--- src/rtl/mux_pkg.sv ---
// Shared constants and helpers for the pipelined multiplexer tree.
package mux_pkg;

  localparam int MUX_WIDTH_DEF = 3;
  localparam int MUX_N_DEF     = 8;

  // Ceiling log2 usable in constant expressions on flows without $clog2.
  function automatic int clog2(input int value);
    int r;
    r = 0;
    for (int i = 0; i < 31; i++) begin
      if ((1 << i) < value) r = i + 1;
    end
    return r;
  endfunction

  // Low bit of channel idx inside a flattened bus of width-bit channels.
  function automatic int chan_lo(input int idx, input int width);
    return idx * width;
  endfunction

endpackage

--- src/rtl/mux_2_1.sv ---
// Plain 2:1 multiplexer; sel = 0 picks a (the even channel).
module mux_2_1 #(
  parameter int WIDTH = 1
) (
  input  logic [WIDTH-1:0] a,
  input  logic [WIDTH-1:0] b,
  input  logic             sel,
  output logic [WIDTH-1:0] y
);

  assign y = sel ? b : a;

endmodule

--- src/rtl/mux_tree_stage.sv ---
// One registered level of the mux tree: N_IN channels in, N_IN/2 out.
// The stage consumes select bit 0 and forwards the remaining select bits.
module mux_tree_stage
  import mux_pkg::*;
#(
  parameter int  WIDTH     = MUX_WIDTH_DEF,
  parameter int  N_IN      = MUX_N_DEF,
  localparam int SEL_IN    = clog2(N_IN),
  localparam int SEL_OUT_W = (SEL_IN > 1) ? SEL_IN - 1 : 1,
  localparam int N_OUT     = N_IN / 2
) (
  input  logic                   clk,
  input  logic                   rst,
  input  logic                   in_valid,
  output logic                   ready,
  input  logic [N_IN*WIDTH-1:0]  d,
  input  logic [SEL_IN-1:0]      s,
  input  logic                   down_ready,
  output logic                   out_valid,
  output logic [N_OUT*WIDTH-1:0] q,
  output logic [SEL_OUT_W-1:0]   s_rem
);

  logic [N_OUT*WIDTH-1:0] mux_y;
  logic                   v;
  logic                   load;

  for (genvar j = 0; j < N_OUT; j++) begin : g_mux
    mux_2_1 #(.WIDTH(WIDTH)) u_mux (
      .a  (d[chan_lo(2*j, WIDTH) +: WIDTH]),
      .b  (d[chan_lo(2*j+1, WIDTH) +: WIDTH]),
      .sel(s[0]),
      .y  (mux_y[chan_lo(j, WIDTH) +: WIDTH])
    );
  end

  // An empty stage loads regardless of downstream, so bubbles collapse.
  // Held low in reset so upstream never sees a transfer it would lose.
  assign load      = !rst && (!v || down_ready);
  assign ready     = load;
  assign out_valid = v;

  // Data and valid register; data may load garbage while the valid bit stays 0.
  always_ff @(posedge clk) begin
    if (rst) begin
      v <= 1'b0;
      q <= '0;
    end else if (load) begin
      v <= in_valid;
      q <= mux_y;
    end
  end

  if (SEL_IN > 1) begin : g_sel
    // Carry the select bits that later levels still need.
    always_ff @(posedge clk) begin
      if (rst) begin
        s_rem <= '0;
      end else if (load) begin
        s_rem <= s[SEL_IN-1:1];
      end
    end
  end else begin : g_nosel
    assign s_rem = '0;
  end

endmodule

--- src/rtl/mux_tree_pipe.sv ---
// Pipelined N:1 multiplexer tree, one register stage per tree level.
//
// Handshake: a beat moves in when in_valid && in_ready and out when
// out_valid && out_ready. in_ready depends only on stage valid bits, rst
// and out_ready (never on in_valid, s or d). While out_valid && !out_ready,
// y and out_valid hold. The source must hold s and d while in_valid is
// high and in_ready is low.
module mux_tree_pipe
  import mux_pkg::*;
#(
  parameter int  WIDTH = MUX_WIDTH_DEF,
  parameter int  N     = MUX_N_DEF,
  localparam int SEL_W = clog2(N)
) (
  input  logic               clk,
  input  logic               rst,
  input  logic               in_valid,
  output logic               in_ready,
  input  logic [SEL_W-1:0]   s,
  input  logic [N*WIDTH-1:0] d,
  output logic               out_valid,
  input  logic               out_ready,
  output logic [WIDTH-1:0]   y
);

  // Index k is the boundary in front of stage k; index SEL_W is the consumer.
  logic [SEL_W:0] valid_chain;
  logic [SEL_W:0] ready_chain;

  assign valid_chain[0]     = in_valid;
  assign in_ready           = ready_chain[0];
  assign ready_chain[SEL_W] = out_ready;
  assign out_valid          = valid_chain[SEL_W];

  for (genvar k = 0; k < SEL_W; k++) begin : g_lvl
    localparam int N_IN      = N >> k;
    localparam int SEL_IN    = SEL_W - k;
    localparam int SEL_OUT_W = (SEL_IN > 1) ? SEL_IN - 1 : 1;

    logic [N_IN*WIDTH-1:0]     d_in;
    logic [SEL_IN-1:0]         s_in;
    logic [N_IN/2*WIDTH-1:0]   q;
    logic [SEL_OUT_W-1:0]      s_rem;

    if (k == 0) begin : g_first
      assign d_in = d;
      assign s_in = s;
    end else begin : g_next
      assign d_in = g_lvl[k-1].q;
      assign s_in = g_lvl[k-1].s_rem;
    end

    mux_tree_stage #(.WIDTH(WIDTH), .N_IN(N_IN)) u_stage (
      .clk       (clk),
      .rst       (rst),
      .in_valid  (valid_chain[k]),
      .ready     (ready_chain[k]),
      .d         (d_in),
      .s         (s_in),
      .down_ready(ready_chain[k+1]),
      .out_valid (valid_chain[k+1]),
      .q         (q),
      .s_rem     (s_rem)
    );

    if (k == SEL_W - 1) begin : g_last
      // The final level has no select bits left to forward.
      logic [SEL_OUT_W-1:0] sel_unused;
      assign sel_unused = s_rem;
      assign y          = q;
    end
  end

endmodule

--- config.mk ---
export PLATFORM = sky130hd
export DESIGN_NAME = mux_tree_pipe
export DESIGN_NICKNAME = d
export VERILOG_FILES = /design/src/rtl/mux_pkg.sv /design/src/rtl/mux_2_1.sv /design/src/rtl/mux_tree_stage.sv /design/src/rtl/mux_tree_pipe.sv
export SDC_FILE = /design/constraint.sdc
export NUM_CORES = 1
export LEC_CHECK = 0
export CAP_MARGIN = 30
export CORE_MARGIN = 3
export CORE_UTILIZATION = 46
export DETAILED_ROUTE_END_ITERATION = 8
export GPL_TIMING_DRIVEN = 0
export PLACE_DENSITY = 0.75
export SLEW_MARGIN = 30
export SYNTH_ARGS = -nofsm -noshare
export SYNTH_HDL_FRONTEND = slang
export SYNTH_SLANG_ARGS = --single-unit
--- constraint.sdc ---
create_clock -name clk -period 1.5 [get_ports clk]
set_clock_uncertainty 0.2 [all_clocks]
set_input_delay 0.3 -clock clk [delete_from_list [all_inputs] [get_ports clk]]
set_output_delay 0.3 -clock clk [all_outputs]
set_load 0.03 [all_outputs]
# Word level (Yosys, flattened, before mapping)
# Index checks and enable logic that the tools add are counted.
# op_classes
n_mux	7
reduce_logical	10
# op_table
operator	n
$mux 3	7
$logic_not 1->1	4
$logic_and 1x1->1	3
$logic_or 1x1->1	3
# totals
reg_bits	27
out_inout_bits	5
input_bits	31
wordCells	25

# Logic depth before layout (Yosys ltp)
# depth
word_depth	7
mapped_depth	4

# Cells and area by module
# A second synthesis with hierarchy kept.
# unflattened
hier_cells	139
hier_area_um2	1458.9
# by_module_without_submodules
module	instances	cells_each	area_per_inst_um2	seq_area_each_um2
mux_tree_stage at g_lvl[0].u_stage	1	66	686.9	300.3
mux_tree_stage at g_lvl[1].u_stage	1	34	349.1	160.2
mux_2_1	7	3	33.8	0.0
mux_tree_stage at g_lvl[2].u_stage	1	18	186.4	80.1

# Worst setup path after synthesis
# OpenSTA, ideal clock, no wires.
# synth_timing
kind	register -> output
from	reg g_lvl[2].u_stage.v
to	out in_ready
path_stages_with_launch	4
t_required_ns	1.000
arrival_time_ns	1.264
path_slack_ns	-0.264
path_cell_list	dfxtp_1 -> nand4b_4 -> buf_6 -> nor2b_1
# synth_via
elab_chain_len	7
# synth_rtl
element	line	rtl
start, declared	mux_tree_stage.sv:25	logic v;
start signal, assigned	mux_tree_stage.sv:49	v <= in_valid;
$logic_not 1->1	mux_tree_stage.sv:39	assign load = !rst && (!v || down_ready);
$logic_or 1x1->1	mux_tree_stage.sv:39	
$logic_and 1x1->1	mux_tree_stage.sv:39	
$logic_or 1x1->1	mux_tree_stage.sv:39	
$logic_and 1x1->1	mux_tree_stage.sv:39	
$logic_or 1x1->1	mux_tree_stage.sv:39	
$logic_and 1x1->1	mux_tree_stage.sv:39	
end, declared	mux_tree_pipe.sv:18	output logic in_ready,
# No other way between the ends.

# Worst setup path after layout
# Same ends and word-level chain as after synthesis.

==> results.txt <==
The post-route DRC violation count is 0. The area of the die came out at 3330 µm². The number of buffers created by CTS is 3.

At the worst endpoint, the required time is 1.00 ns. The run finished, with violations left. By area, the combinational part of the netlist is dominated by multiplexers.

Each instance of the synthesized netlist takes up on average 10.8 µm². The detailed-placement wirelength estimate came out at 1890 µm. The number of global-route vias before repair came out at 968.

Compared with the post-synthesis result, the final layout area differs by 35.7%. The wire length of the first global-routing pass is 4080 µm. The category of the most critical setup path is reg -> out.

The initial standard-cell utilization of the core is 0.491. The total routing resource utilization after global routing is 0.159. The basic-gate share of the synthesized area counting and, or, nand and nor cells is 0.113.

In the final design database the tool counted 188 nets. The share of Yosys cell area claimed by the top area cell type is 0.440. The clock share of power came out at 0.236. The count of yosys warnings during synthesis is 0. The internal power contribution is 994 µW.

The part of the total power dissipated in sequential elements came out at 0.595. The first detailed-routing pass ran for 4 iterations. The netlist area before placement came out at 1230 µm². The design draws 1.32 mW. Setup violations remaining at the end of the flow were counted as 1. The count of port buffers added during placement is 34. Counting flops and latches in the post-synthesis netlist gives 27. The max-capacitance violation count is 0. The complex-gate fraction of the synthesized area is 0.193. The power density relative to cell area is 790 nW/µm². The wire length per cell is 13.5 µm.

The number of clock sinks came out at 27. The share of post-route cells with drive strength above 1 is 0.250. The actual slew at the worst max-slew pin is 0.458 ns. The peak fanout along the critical path came out at 4. The checks that failed: negative setup slack.

Ranked by total cell area, the synthesized netlist is headed by dfxtp_1 44%, mux2i_1 20%, a211oi_2 13%, nor2_1 7.3%, a211oi_1 4.9%. Setup repair after global routing could not meet its margin everywhere. In this run the vertical extent of the chip is 57.7 µm. The share of cell area taken by muxes after synthesis came out at 0.196.

The finished cells cover 1670 µm². The number of nets handed over by synthesis was 145. The final clock period utilization by the worst path came out at 1.15. The DRC violation total after the first TritonRoute iteration came out at 10. The total via count after detailed routing came out at 968. Of the total synthesized cell area, the portion taken by XOR and XNOR cells is 0. The final period demand of the worst path is 1.73 ns. The worst hold slack across all endpoints is 0.0931 ns. The switching fraction of total power is 0.245. The worst slew slack as a fraction of its limit came out at 0.695. Entering global routing, the biggest net connects 16 pins. For this block, the routed nets add up to 2520 µm of wire.

The clock network latency to the later pin of the worst-skew pair is 0.33 ns. The leftover overflow at the end of global routing came out at 0. The final antenna diode count is 0. The fraction of the mapped netlist area in adder cells is 0. STA classifies the critical path startpoint as a register. The leakage power came out at 0.754 nW. The root buffer cell chosen for the clock tree is clkbuf_4. The core region area is 2500 µm². The count of nets left with antenna violations once routing finished came out at 0.

The global placement routability congestion is 0.735. The floorplan has 18 rows. The worst-case clock buffer depth came out at 2. Clock-pin slew was measured on the worst setup and hold paths at 0.14 ns.

The kind of end point of the critical path is a primary output. The combinational cell fraction of total power came out at 0.169. The initial antenna violation count came out at 0. The largest total area in the synthesized netlist belongs to dfxtp_1. The signal arrival time at the worst endpoint is 1.23 ns. The highest achievable clock rate came out at 577 MHz.

The class of the tightest hold or removal check is in -> reg. TritonCTS built the clock tree. The max-slew violation total from the final report is 0.

Across all setup checks in the final design, the least slack found is -0.232 ns. The floorplan die width is 57.7 µm. The vias per cell is 5.20. The number of H-tree levels came out at 1.

The number of distinct library cells after synthesis is 15. The worst vdd rail ir drop came out at 0.592 mV. The count of final hold-check violations is 0.

The placed instances occupy a cell area of 1620 µm². The number of standard cells after synthesis came out at 114. The sequential cell area fraction in the yosys report is 0.440. Pin placement for this block handled 36 I/O pins. The total net switching power came out at 323 µW.
==> stage by stage <==
stage               TNS [ns]   util  cells  setup WS [ns]
CTS                   -0.231  0.669    185         -0.231
global route          -0.264  0.667    186         -0.264
global placement       -6.17  0.647    178          -1.04
detailed placement     -6.50  0.647    178          -1.04
finish                -0.232  0.667    186         -0.232
floorplan                  0      -    114         0.0768
==> sequential cells by signal, indices dropped and copies added, names as in the netlist <==
name / cells
g_lvl.u_stage.q: 21
g_lvl.u_stage.s_rem: 3
g_lvl.u_stage.out_valid: 3
==> final cells by class <==
class / instances / area (µm²)
timing repair buffer: 38 / 350
clock inverter: 1 / 5.00
multi-input combinational: 76 / 624
inverter: 3 / 11.3
sequential: 27 / 549
buffer: 8 / 67.6
tap: 30 / 37.5
fill: 215 / 832
clock buffer: 3 / 22.5
==> power groups by stage <==
stage	Combinational [mW]	Sequential (mW)	Clock (mW)
final	0.223	0.784	0.311
after global routing	0.240	0.789	0.331
after CTS	0.227	0.784	0.317
after detailed placement	0.226	0.801	0
after global placement	0.221	0.800	0
after floorplan	0.109	0.806	0
==> critical path, stage by stage (launching register included) <==
cell      delay, ns
dfxtp_4        0.40
nand4b_4       0.12
buf_6          0.14
nor2b_4        0.11
buf_6          0.14
==> kinds of logic (layout without fill, tap and decap cells) <==
family          Yosys count  after routing
mux                      24             24
buf+inv                  11             53
compound gates           24             24
simple gates             28             28
flops                    27             27
==> Yosys cell counts <==
master    count
a211oi_1      8
a211oi_2     13
a21oi_1       3
buf_1         1
buf_2         3
buf_4         1
buf_6         3
dfxtp_1      27
inv_1         3
mux2i_1      24
nand3b_2      1
nand4b_4      1
nor2_1       24
nor2b_1       1
or2b_1        1
==> path summary, 6_finish.rpt <==
kind                                           start                                      end  slack (ns)  cells after the start
min                                              rst       g_lvl[1].u_stage.q[4]$_SDFFE_PP0P_        0.09                      2
min reg2reg  g_lvl[0].u_stage.out_valid$_SDFFE_PP0P_  g_lvl[1].u_stage.out_valid$_SDFFE_PP0P_        0.29                      2
max reg2reg  g_lvl[2].u_stage.out_valid$_SDFFE_PP0P_       g_lvl[0].u_stage.q[4]$_SDFFE_PP0P_        0.06                      5
max          g_lvl[2].u_stage.out_valid$_SDFFE_PP0P_                                 in_ready       -0.23                      4
==> metal layers <==
| layer | part of all wire | track usage | up-vias |
|---|---|---|---|
| li1 | - | - | 491 |
| met1 | 0.44 | 0.183 | 440 |
| met2 | 0.48 | 0.290 | 32 |
| met3 | 0.065 | 0.0290 | 5 |
| met4 | 0.018 | 0.0563 | 0 |
| met5 | 0 | 0 | - |
==> timing repair <==
action,4_1_cts,5_1_grt
buffers inserted,3,1
setup endpoints to repair,5,5
hold buffers,0,0
resized for setup,25,8
pin swaps,0,0
==> placed cells by master, fill, tap and decap left out, types with 2 or more instances in the layout <==
cell type and count:
buf_6 4, a211oi_2 13, inv_1 3, dfxtp_4 2, dfxtp_1 24, a21oi_1 3
clkbuf_4 3, buf_2 7, a211oi_1 8, buf_4 4, clkdlybuf4s50_1 28, nor2_1 24
mux2i_1 24
(Power assumes the default switching activity.)
